===== src/rtl/instr_fetch_pkg.sv =====
// Shared types and constants for the instruction fetch unit.
//   fetch_state_t : fetch FSM states
//   opcode_t      : major opcodes decoded from instr[31:26]
//   fetch_entry_t : one instruction buffer entry {instr, pc}
package instr_fetch_pkg;

   localparam int unsigned XLEN              = 32;
   localparam int unsigned OPW               = 6;
   localparam logic [XLEN-1:0] RESET_PC_DEFAULT = 32'h0000_0000;
   localparam int unsigned BUF_DEPTH_DEFAULT = 2;

   typedef enum logic [1:0] {
      IDLE = 2'd0,
      REQ  = 2'd1,
      WAIT = 2'd2
   } fetch_state_t;

   typedef enum logic [OPW-1:0] {
      OP_RTYPE = 6'd0,
      OP_BEQ   = 6'd4,
      OP_LW    = 6'd35,
      OP_SW    = 6'd43
   } opcode_t;

   typedef struct packed {
      logic [XLEN-1:0] instr;
      logic [XLEN-1:0] pc;
   } fetch_entry_t;

   // Major opcode field of an instruction word.
   function automatic logic [OPW-1:0] opcodeOf(input logic [XLEN-1:0] instr);
      return instr[31:26];
   endfunction

endpackage


===== src/rtl/fetch_buf.sv =====
// Two-entry instruction FIFO with occupancy count.
//   clk, rst_n : clock, async active-low reset
//   flush      : empty the buffer (dominates write/read)
//   wrEn/wrData: push one entry
//   rdEn       : pop the head entry
//   head       : current head entry
//   count      : number of valid entries (0..2)
module fetch_buf
   import instr_fetch_pkg::*;
(
   input  logic         clk,
   input  logic         rst_n,
   input  logic         flush,
   input  logic         wrEn,
   input  fetch_entry_t wrData,
   input  logic         rdEn,
   output fetch_entry_t head,
   output logic [1:0]   count
);

   fetch_entry_t mem [2];
   logic         wrPtr;
   logic         rdPtr;
   logic         doWr;
   logic         doRd;

   assign doWr = wrEn && !flush;
   assign doRd = rdEn && !flush && (count != 2'd0);
   assign head = mem[rdPtr];

   // Storage, pointers and count; push and pop in one cycle keep count.
   always_ff @(posedge clk or negedge rst_n) begin
      if (!rst_n) begin
         for (int i = 0; i < 2; i++) mem[i] <= '0;
         wrPtr <= 1'b0;
         rdPtr <= 1'b0;
         count <= 2'd0;
      end else if (flush) begin
         wrPtr <= 1'b0;
         rdPtr <= 1'b0;
         count <= 2'd0;
      end else begin
         if (doWr) begin
            mem[wrPtr] <= wrData;
            wrPtr      <= ~wrPtr;
         end
         if (doRd) rdPtr <= ~rdPtr;
         count <= count + 2'(doWr) - 2'(doRd);
      end
   end

endmodule


===== src/rtl/instr_fetch.sv =====
// Instruction fetch unit: single-outstanding memory requester feeding a
// 2-entry instruction buffer, with redirect/flush and response dropping.
//   clk, rst_n                      : clock, async active-low reset
//   imem_req/imem_addr/imem_ready   : request handshake (registered req/addr)
//   imem_rvalid/imem_rdata          : read response
//   redirect/redirect_pc            : flush and refetch from new address
//   stall                           : decode cannot consume this cycle
//   if_valid/if_instr/if_pc/opcode  : buffer head toward decode
module instr_fetch
   import instr_fetch_pkg::*;
#(
   parameter logic [XLEN-1:0] RESET_PC  = RESET_PC_DEFAULT,
   parameter int unsigned     BUF_DEPTH = BUF_DEPTH_DEFAULT
)(
   input  logic            clk,
   input  logic            rst_n,
   output logic            imem_req,
   output logic [XLEN-1:0] imem_addr,
   input  logic            imem_ready,
   input  logic            imem_rvalid,
   input  logic [XLEN-1:0] imem_rdata,
   input  logic            redirect,
   input  logic [XLEN-1:0] redirect_pc,
   input  logic            stall,
   output logic            if_valid,
   output logic [XLEN-1:0] if_instr,
   output logic [XLEN-1:0] if_pc,
   output logic [OPW-1:0]  opcode
);

   localparam logic [1:0] FULL = 2'(BUF_DEPTH);

   fetch_state_t    state;
   logic [XLEN-1:0] pc;
   logic [XLEN-1:0] inflightPc;
   logic            drop;

   fetch_entry_t    head;
   fetch_entry_t    wrEntry;
   logic [1:0]      count;

   logic            accept;
   logic            consume;
   logic            bufWr;
   logic [1:0]      cntNext;
   logic            dropOnRedirect;
   logic [XLEN-1:0] redirAddr;
   logic [XLEN-1:0] pcPlus4;

   assign accept    = imem_req && imem_ready;
   assign consume   = if_valid && !stall && !redirect;
   assign bufWr     = imem_rvalid && (state == WAIT) && !redirect;
   assign cntNext   = redirect ? 2'd0 : (count + 2'(bufWr) - 2'(consume));
   assign redirAddr = redirect_pc & ~32'h0000_0003;
   assign pcPlus4   = pc + 32'd4;
   assign wrEntry   = '{instr: imem_rdata, pc: inflightPc};

   // A request still owed a response after this cycle must be dropped:
   // accepted right now, or waiting with no response arriving this cycle.
   assign dropOnRedirect = accept || (((state == WAIT) || drop) && !imem_rvalid);

   fetch_buf u_fetch_buf (
      .clk    (clk),
      .rst_n  (rst_n),
      .flush  (redirect),
      .wrEn   (bufWr),
      .wrData (wrEntry),
      .rdEn   (consume),
      .head   (head),
      .count  (count)
   );

   assign if_valid = (count != 2'd0);
   assign if_instr = head.instr;
   assign if_pc    = head.pc;
   assign opcode   = opcodeOf(head.instr);

   // Fetch FSM; imem_req/imem_addr are registered from the next-cycle view
   // of state, drop and buffer occupancy.
   always_ff @(posedge clk or negedge rst_n) begin
      if (!rst_n) begin
         state      <= IDLE;
         pc         <= RESET_PC;
         inflightPc <= '0;
         drop       <= 1'b0;
         imem_req   <= 1'b0;
         imem_addr  <= RESET_PC;
      end else if (redirect) begin
         state     <= REQ;
         pc        <= redirAddr;
         imem_addr <= redirAddr;
         drop      <= dropOnRedirect;
         imem_req  <= !dropOnRedirect;
      end else begin
         unique case (state)
            IDLE: begin
               state    <= REQ;
               imem_req <= (cntNext < FULL);
            end
            REQ: begin
               if (accept) begin
                  pc         <= pcPlus4;
                  imem_addr  <= pcPlus4;
                  inflightPc <= pc;
                  state      <= WAIT;
                  imem_req   <= 1'b0;
               end else begin
                  if (drop && imem_rvalid) drop <= 1'b0;
                  imem_req <= !(drop && !imem_rvalid) && (cntNext < FULL);
               end
            end
            WAIT: begin
               if (imem_rvalid) begin
                  state    <= REQ;
                  imem_req <= (cntNext < FULL);
               end
            end
            default: begin
               state    <= IDLE;
               imem_req <= 1'b0;
            end
         endcase
      end
   end

endmodule


===== config.mk =====
export PLATFORM = sky130hd
export DESIGN_NAME = instr_fetch
export DESIGN_NICKNAME = d
export VERILOG_FILES = /design/src/rtl/instr_fetch_pkg.sv /design/src/rtl/fetch_buf.sv /design/src/rtl/instr_fetch.sv
export SDC_FILE = /design/constraint.sdc
export NUM_CORES = 1
export LEC_CHECK = 0
export ABC_CLOCK_PERIOD_IN_PS = 3900
export CAP_MARGIN = 20
export CORE_UTILIZATION = 56
export DETAILED_ROUTE_END_ITERATION = 8
export PLACE_DENSITY_LB_ADDON = 0.08
export REMOVE_ABC_BUFFERS = 1
export SLEW_MARGIN = 30
export SYNTH_ARGS = -nofsm -noshare
export SYNTH_HDL_FRONTEND = slang
export SYNTH_SLANG_ARGS = --single-unit

===== constraint.sdc =====
create_clock -name clk -period 3.9 [get_ports clk]
set_input_delay 0.78 -clock clk [delete_from_list [all_inputs] [get_ports clk]]
set_output_delay 0.78 -clock clk [all_outputs]
set_load 0.01 [all_outputs]

==> results of run 1 <==
cells by family after synthesis:
| logic type | count (synthesis) | share of synthesized area [%] |
|---|---|---|
| DFF | 192 | 54.9 |
| muxes | 217 | 27.9 |
| xor gates and xnor gates | 16 | 1.60 |
| AOI/OAI and AO/OA | 59 | 4.22 |
| buffers and inverters | 60 | 3.10 |
| and+or+nand+nor | 121 | 7.62 |
| other | 1 | 0.0429 |
| adders and majority gates | 4 | 0.572 |
cells in the mapped netlist (2+ instances only):
cell	instances	area (sq um)
a31oi_1	15	93.8
nand2_1	30	113
nand3_1	13	65.1
nor2b_1	3	18.8
a22oi_1	2	15.0
o31ai_1	11	82.6
dfrtp_1	192	4800
mux2_2	216	2430
ha_1	4	50.1
nand4_1	7	43.8
a221o_1	2	20.0
buf_4	10	75.1
nor4_1	5	31.3
o21ai_0	23	115
xor2_1	5	43.8
nor3_1	5	25.0
or4_1	14	105
a21oi_1	2	10.0
and2_1	3	18.8
o211ai_1	2	15.0
buf_1	3	11.3
nor2_1	22	82.6
clkbuf_1	33	124
or3_1	7	43.8
xnor2_1	11	96.3
and4_1	4	35.0
inv_1	12	45.0
sequential cells by signal, indices dropped and copies added, names as in the netlist:
signal / count
drop: 1
imem_req: 1
u_fetch_buf.count: 2
pc: 30
u_fetch_buf.wrPtr: 1
inflightPc: 30
state: 2
u_fetch_buf.mem: 124
u_fetch_buf.rdPtr: 1
power breakdown:
group	internal, W	leakage, nW	switching [W]
Combinational	0.000657	2.23	0.000383
Clock	0.00103	0.286	0.000758
Sequential	0.00228	2.52	0.000224
area by class of cell:
type / count / area share (%)
Sequential cell: 192 / 42.9
Multi-Input combinational cell: 421 / 33.0
Timing Repair Buffer: 179 / 16.1
Clock buffer: 18 / 3.92
Tap cell: 188 / 2.10
Clock inverter: 14 / 1.57
Inverter: 12 / 0.402
per-layer routing:
metal	vias up	part of all wire [%]	track usage, %
met5	-	0	0
met4	0	1.9	9.52
met3	32	4.5	5.11
met2	167	51	42.3
met1	2961	43	30.8
li1	2716	-	-
critical path: stages (launching register included):
cell             delay [ns]
dfrtp_2                0.93
buf_4                  0.40
mux2_2                 0.37
clkdlybuf4s50_1        0.49
stage by stage:
| step | total power [W] | hold WS (ns) |
|---|---|---|
| after floorplan | 0.00300 | 0.474 |
| after CTS | 0.00539 | 0.424 |
| final | 0.00534 | 0.389 |
| after global routing | 0.00559 | 0.435 |
| after global placement | 0.00352 | 0.481 |
| after detailed placement | 0.00359 | 0.488 |
worst paths after layout:
check	startpoint	to	slack, ns	cells after the start
worst max-delay path	u_fetch_buf.rdPtr$_DFFE_PN0P_	if_pc[10]	0.49	3
worst min-delay path	rst_n	u_fetch_buf.mem[102]$_DFFE_PN0P_	0.39	1
worst max register to register	state[1]$_DFFE_PN0P_	pc[31]$_DFFE_PN0P_	1.53	4
worst min register to register	u_fetch_buf.mem[29]$_DFFE_PN0P_	u_fetch_buf.mem[29]$_DFFE_PN0P_	0.50	1
max in group asynchronous	rst_n	pc[29]$_DFFE_PN0P_	2.46	2
min in group clk	u_fetch_buf.mem[29]$_DFFE_PN0P_	u_fetch_buf.mem[29]$_DFFE_PN0P_	0.50	1
==> run metrics, run 1 <==
number of buffer cells added on primary ports 167; area of all placed cells without fillers 11200 sq um; clk buf depth 2; area overhead of the layout relative to synthesis 28.1%; async set-reset flop share out of synthesis 100%; PwrDens 476 nW/um^2; post-route ant nets 0; total congestion overflow after global routing 0; Antenna Cells 0; hold buffer count at cts 0; final critical delay including setup and external delays 3.41 ns; actual slew at the worst max-slew pin 0.877 ns; library cell used as clock root buffer clkbuf_16; post-cts repair resize count 0; data arrival time of the worst path 2.63 ns; Die W 127 microns; Setup Skew 0.00656 ns; detailed placer's ending HPWL 12700 microns; Top Ports 174; number of flops mapped to enable cells by yosys 0; layout filler cell count 1001; crit path capture type output pin; number of hold violations in the final report 0; Worst Path Max Fanout 37; Slew headroom 41.5%; Primary FF master, synth dfrtp_1; path class of the lowest-slack min-delay path input port to asynchronous set/reset pin; maximum resistive drop on vdd 0.296 mV; count of placed standard cells in the final layout, fillers left out 1024; number of distinct library cells after synthesis 41; starting density of the core 57.5%; placement-stage cell area 10600 sq um; Post-Place Cells 992; share of final-layout standard cells stronger than drive strength 1 32.3%; total setup violations reported at the end of the flow 0; GRT Total Usage 24.7%; Core Box Area 15200 sq um; run status finished, final reports clean; Total Die Area 16100 sq um; upper clock frequency limit 0.293 GHz; final design utilization 73.7%; unrepaired setup endpoints after global routing false; count of state elements after synthesis 192; Avg WL per Cell 18.2 microns; final wirelength 18700 microns; die height 127 microns; antenna violations before repair 0; TritonCTS Sinks 192; Worst EP required 3.12 ns; # nets final 897; wire length of the first global-routing pass 30700 microns; Yosys warning count 0; DP Worst Slack 0.736 ns; number of post-CTS setup repair buffers 0; drc violations 0; Avg Cell Area, Syn 13.1 sq um; highest-count cells in the layout ignoring fill and taps 216 x mux2_2, 191 x dfrtp_1, 166 x clkdlybuf4s50_1; cell area after synthesis 8750 sq um; setup TNS after final layout 0 ns; Max Cap Violations 0; TritonCTS Buffers 17; multi-input logic area 3700 sq um; detailed-route via count 5876; kind of critical path flop to output pin; H-Tree Depth 4; 1st-iter DRT viols 325; static power due to leakage 5.03 nW; TritonCTS clock tree built; most common library cell in the layout ignoring fill and taps mux2_2; final period utilization 87.5%; kind of start point of the critical path flop; max-slew violation count 0; vias in the first global route 6092; largest net degree at the start of global routing 92; smallest setup slack after layout 0.487 ns; sequential element share of the synthesized area 54.9%; iteration count of the initial detailed-routing pass 4; average vias per placed instance 5.74; source-to-sink clock delay at the later pin of the worst-skew pair 0.43 ns; Clk pin slew, worst setup/hold paths 0.07 ns; total number of placement rows 45; gate count of the mapped netlist 670; sequential cell area in the final layout 4810 sq um; Placer Congestion 0.808
Power figures use the tool's default switching activity.
==> inputs of run 2 (changes only) <==
--- a/config.mk
+++ b/config.mk
@@ -7,6 +7,7 @@
 export LEC_CHECK = 0
 export ABC_CLOCK_PERIOD_IN_PS = 3900
 export CAP_MARGIN = 20
+export CORE_MARGIN = 2
 export CORE_UTILIZATION = 56
 export DETAILED_ROUTE_END_ITERATION = 8
 export PLACE_DENSITY_LB_ADDON = 0.08
==> run metrics, run 2 (synthesis gave the netlist of run 1 again) <==
DP Worst Slack 0.727 ns; Clk pin slew, worst setup/hold paths 0.07 ns; TritonCTS clock tree built; iteration count of the initial detailed-routing pass 5; drc violations 0; Largest Register u_fetch_buf.mem; number of hold violations in the final report 0; final period utilization 81.3%; Slew headroom 56.7%; path class of the lowest-slack min-delay path input port to asynchronous set/reset pin; 1st-iter DRT viols 327; count of placed standard cells in the final layout, fillers left out 1046; maximum resistive drop on vdd 0.310 mV; biggest regs u_fetch_buf.mem (124), inflightPc (30), pc (30); Post-Place Cells 1014; count of cells along the worst register-to-register path 4; post-route ant nets 0; # nets final 896; Worst Path Max Fanout 45; ordered list of cells on the worst path buf_12 > mux2_2 > clkdlybuf4s50_1; actual slew at the worst max-slew pin 0.648 ns; total number of placement rows 45; Die W 129 microns; Top Ports 174; highest-count cells in the layout ignoring fill and taps 216 x mux2_2, 191 x dfrtp_1, 165 x clkdlybuf4s50_1; worst reg2reg startpoint state[1]$_DFFE_PN0P_; upper clock frequency limit 0.315 GHz; area of all placed cells without fillers 11200 sq um; Largest register FFs 124; PwrDens 479 nW/um^2; vias in the first global route 6174; max-slew violation count 0; Antenna Cells 0; wire length of the first global-routing pass 30600 microns; final wirelength 18800 microns; Critical path buffers and inverters 2; static power due to leakage 5.05 nW; run status finished, final reports clean; TritonCTS Buffers 17; starting density of the core 57.3%; data arrival time of the worst path 2.39 ns; max incr delay on CP 0.72 ns; average vias per placed instance 5.63; TritonCTS Sinks 192; number of buffer cells added on primary ports 167; final critical delay including setup and external delays 3.17 ns; H-Tree Depth 4; placement-stage cell area 10600 sq um; detailed-route via count 5892; die height 129 microns; hold buffer count at cts 0; Max Cap Violations 0; Setup Skew 0.00700 ns; cell with the largest stage delay on the worst path dfrtp_2; unrepaired setup endpoints after global routing false; smallest setup slack after layout 0.730 ns; clk buf depth 2; total congestion overflow after global routing 0; antenna violations before repair 0; Reg2Reg Capture Point pc[31]$_DFFE_PN0P_; kind of critical path flop to output pin; Total Die Area 16600 sq um; area overhead of the layout relative to synthesis 28.4%; total setup violations reported at the end of the flow 0; number of post-CTS setup repair buffers 0; largest net degree at the start of global routing 81; most common library cell in the layout ignoring fill and taps mux2_2; dominant delay contributor by cell family on the critical path buffers and inverters; Worst EP required 3.12 ns; Placer Congestion 0.830; crit path capture type output pin; Avg WL per Cell 18.0 microns; source-to-sink clock delay at the later pin of the worst-skew pair 0.42 ns; library cell used as clock root buffer clkbuf_16; detailed placer's ending HPWL 12800 microns; Core Box Area 15300 sq um; flop2flop setup slack 1.50 ns; share of final-layout standard cells stronger than drive strength 1 32.2%; kind of start point of the critical path flop; post-cts repair resize count 0; GRT Total Usage 23.6%
==> run 2: changes by cell type in the layout (fill, tap and decap cells not counted) <==
cell	before	now
buf_2	0	1
buf_4	9	8
bufinv_16	3	4
clkbuf_1	0	1
clkdlybuf4s50_1	166	165
clkinv_2	1	3
clkinv_4	1	4
clkinvlp_4	5	1
inv_6	4	1
==> run 2: area by class of cell <==
type	count	area, sq um
tap	211	264
multi-input combinational	421	3700
sequential	192	4810
inverter	12	45.0
clock buffer	19	443
clock inverter	13	186
timing repair buffer	178	1790
fill	1016	4020
==> run 2: stage by stage <==
step / utilization, % / hold slack (ns) / power, W / setup TNS (ns)
floorplan: - / 0.474 / 0.00300 / -17.05
global placement: 69.5 / 0.481 / 0.00353 / 0
detailed placement: 69.5 / 0.488 / 0.00359 / 0
CTS: 73.6 / 0.392 / 0.00544 / 0
global route: 73.6 / 0.409 / 0.00564 / 0
finish: 73.6 / 0.373 / 0.00538 / 0
==> run 2: report_power, final <==
group | internal (W) | switching [W]
logic | 0.000656 | 0.000390
registers | 0.00228 | 0.000222
clock network | 0.00109 | 0.000740
==> run 2: worst max path at each step <==
stage                                  startpoint                          endpoint  slack [ns]  cells past startpoint
finish              u_fetch_buf.rdPtr$_DFFE_PN0P_                      if_instr[31]        0.73                      3
global route        u_fetch_buf.rdPtr$_DFFE_PN0P_                         if_pc[16]        0.61                      3
CTS                 u_fetch_buf.rdPtr$_DFFE_PN0P_                         if_pc[16]        0.71                      3
detailed placement                     imem_ready                pc[31]$_DFFE_PN0P_        0.73                      5
global placement                       imem_ready                pc[31]$_DFFE_PN0P_        0.80                      5
floorplan                                redirect  u_fetch_buf.mem[100]$_DFFE_PN0P_       -0.27                      3
==> run 2: per-layer routing <==
layer	wire length [microns]	vias to the layer above	GRT usage (%)
li1	-	2713	-
met1	8140	2971	30.7
met2	9430	182	39.8
met3	873	26	4.57
met4	373	0	8.70
met5	0	-	0
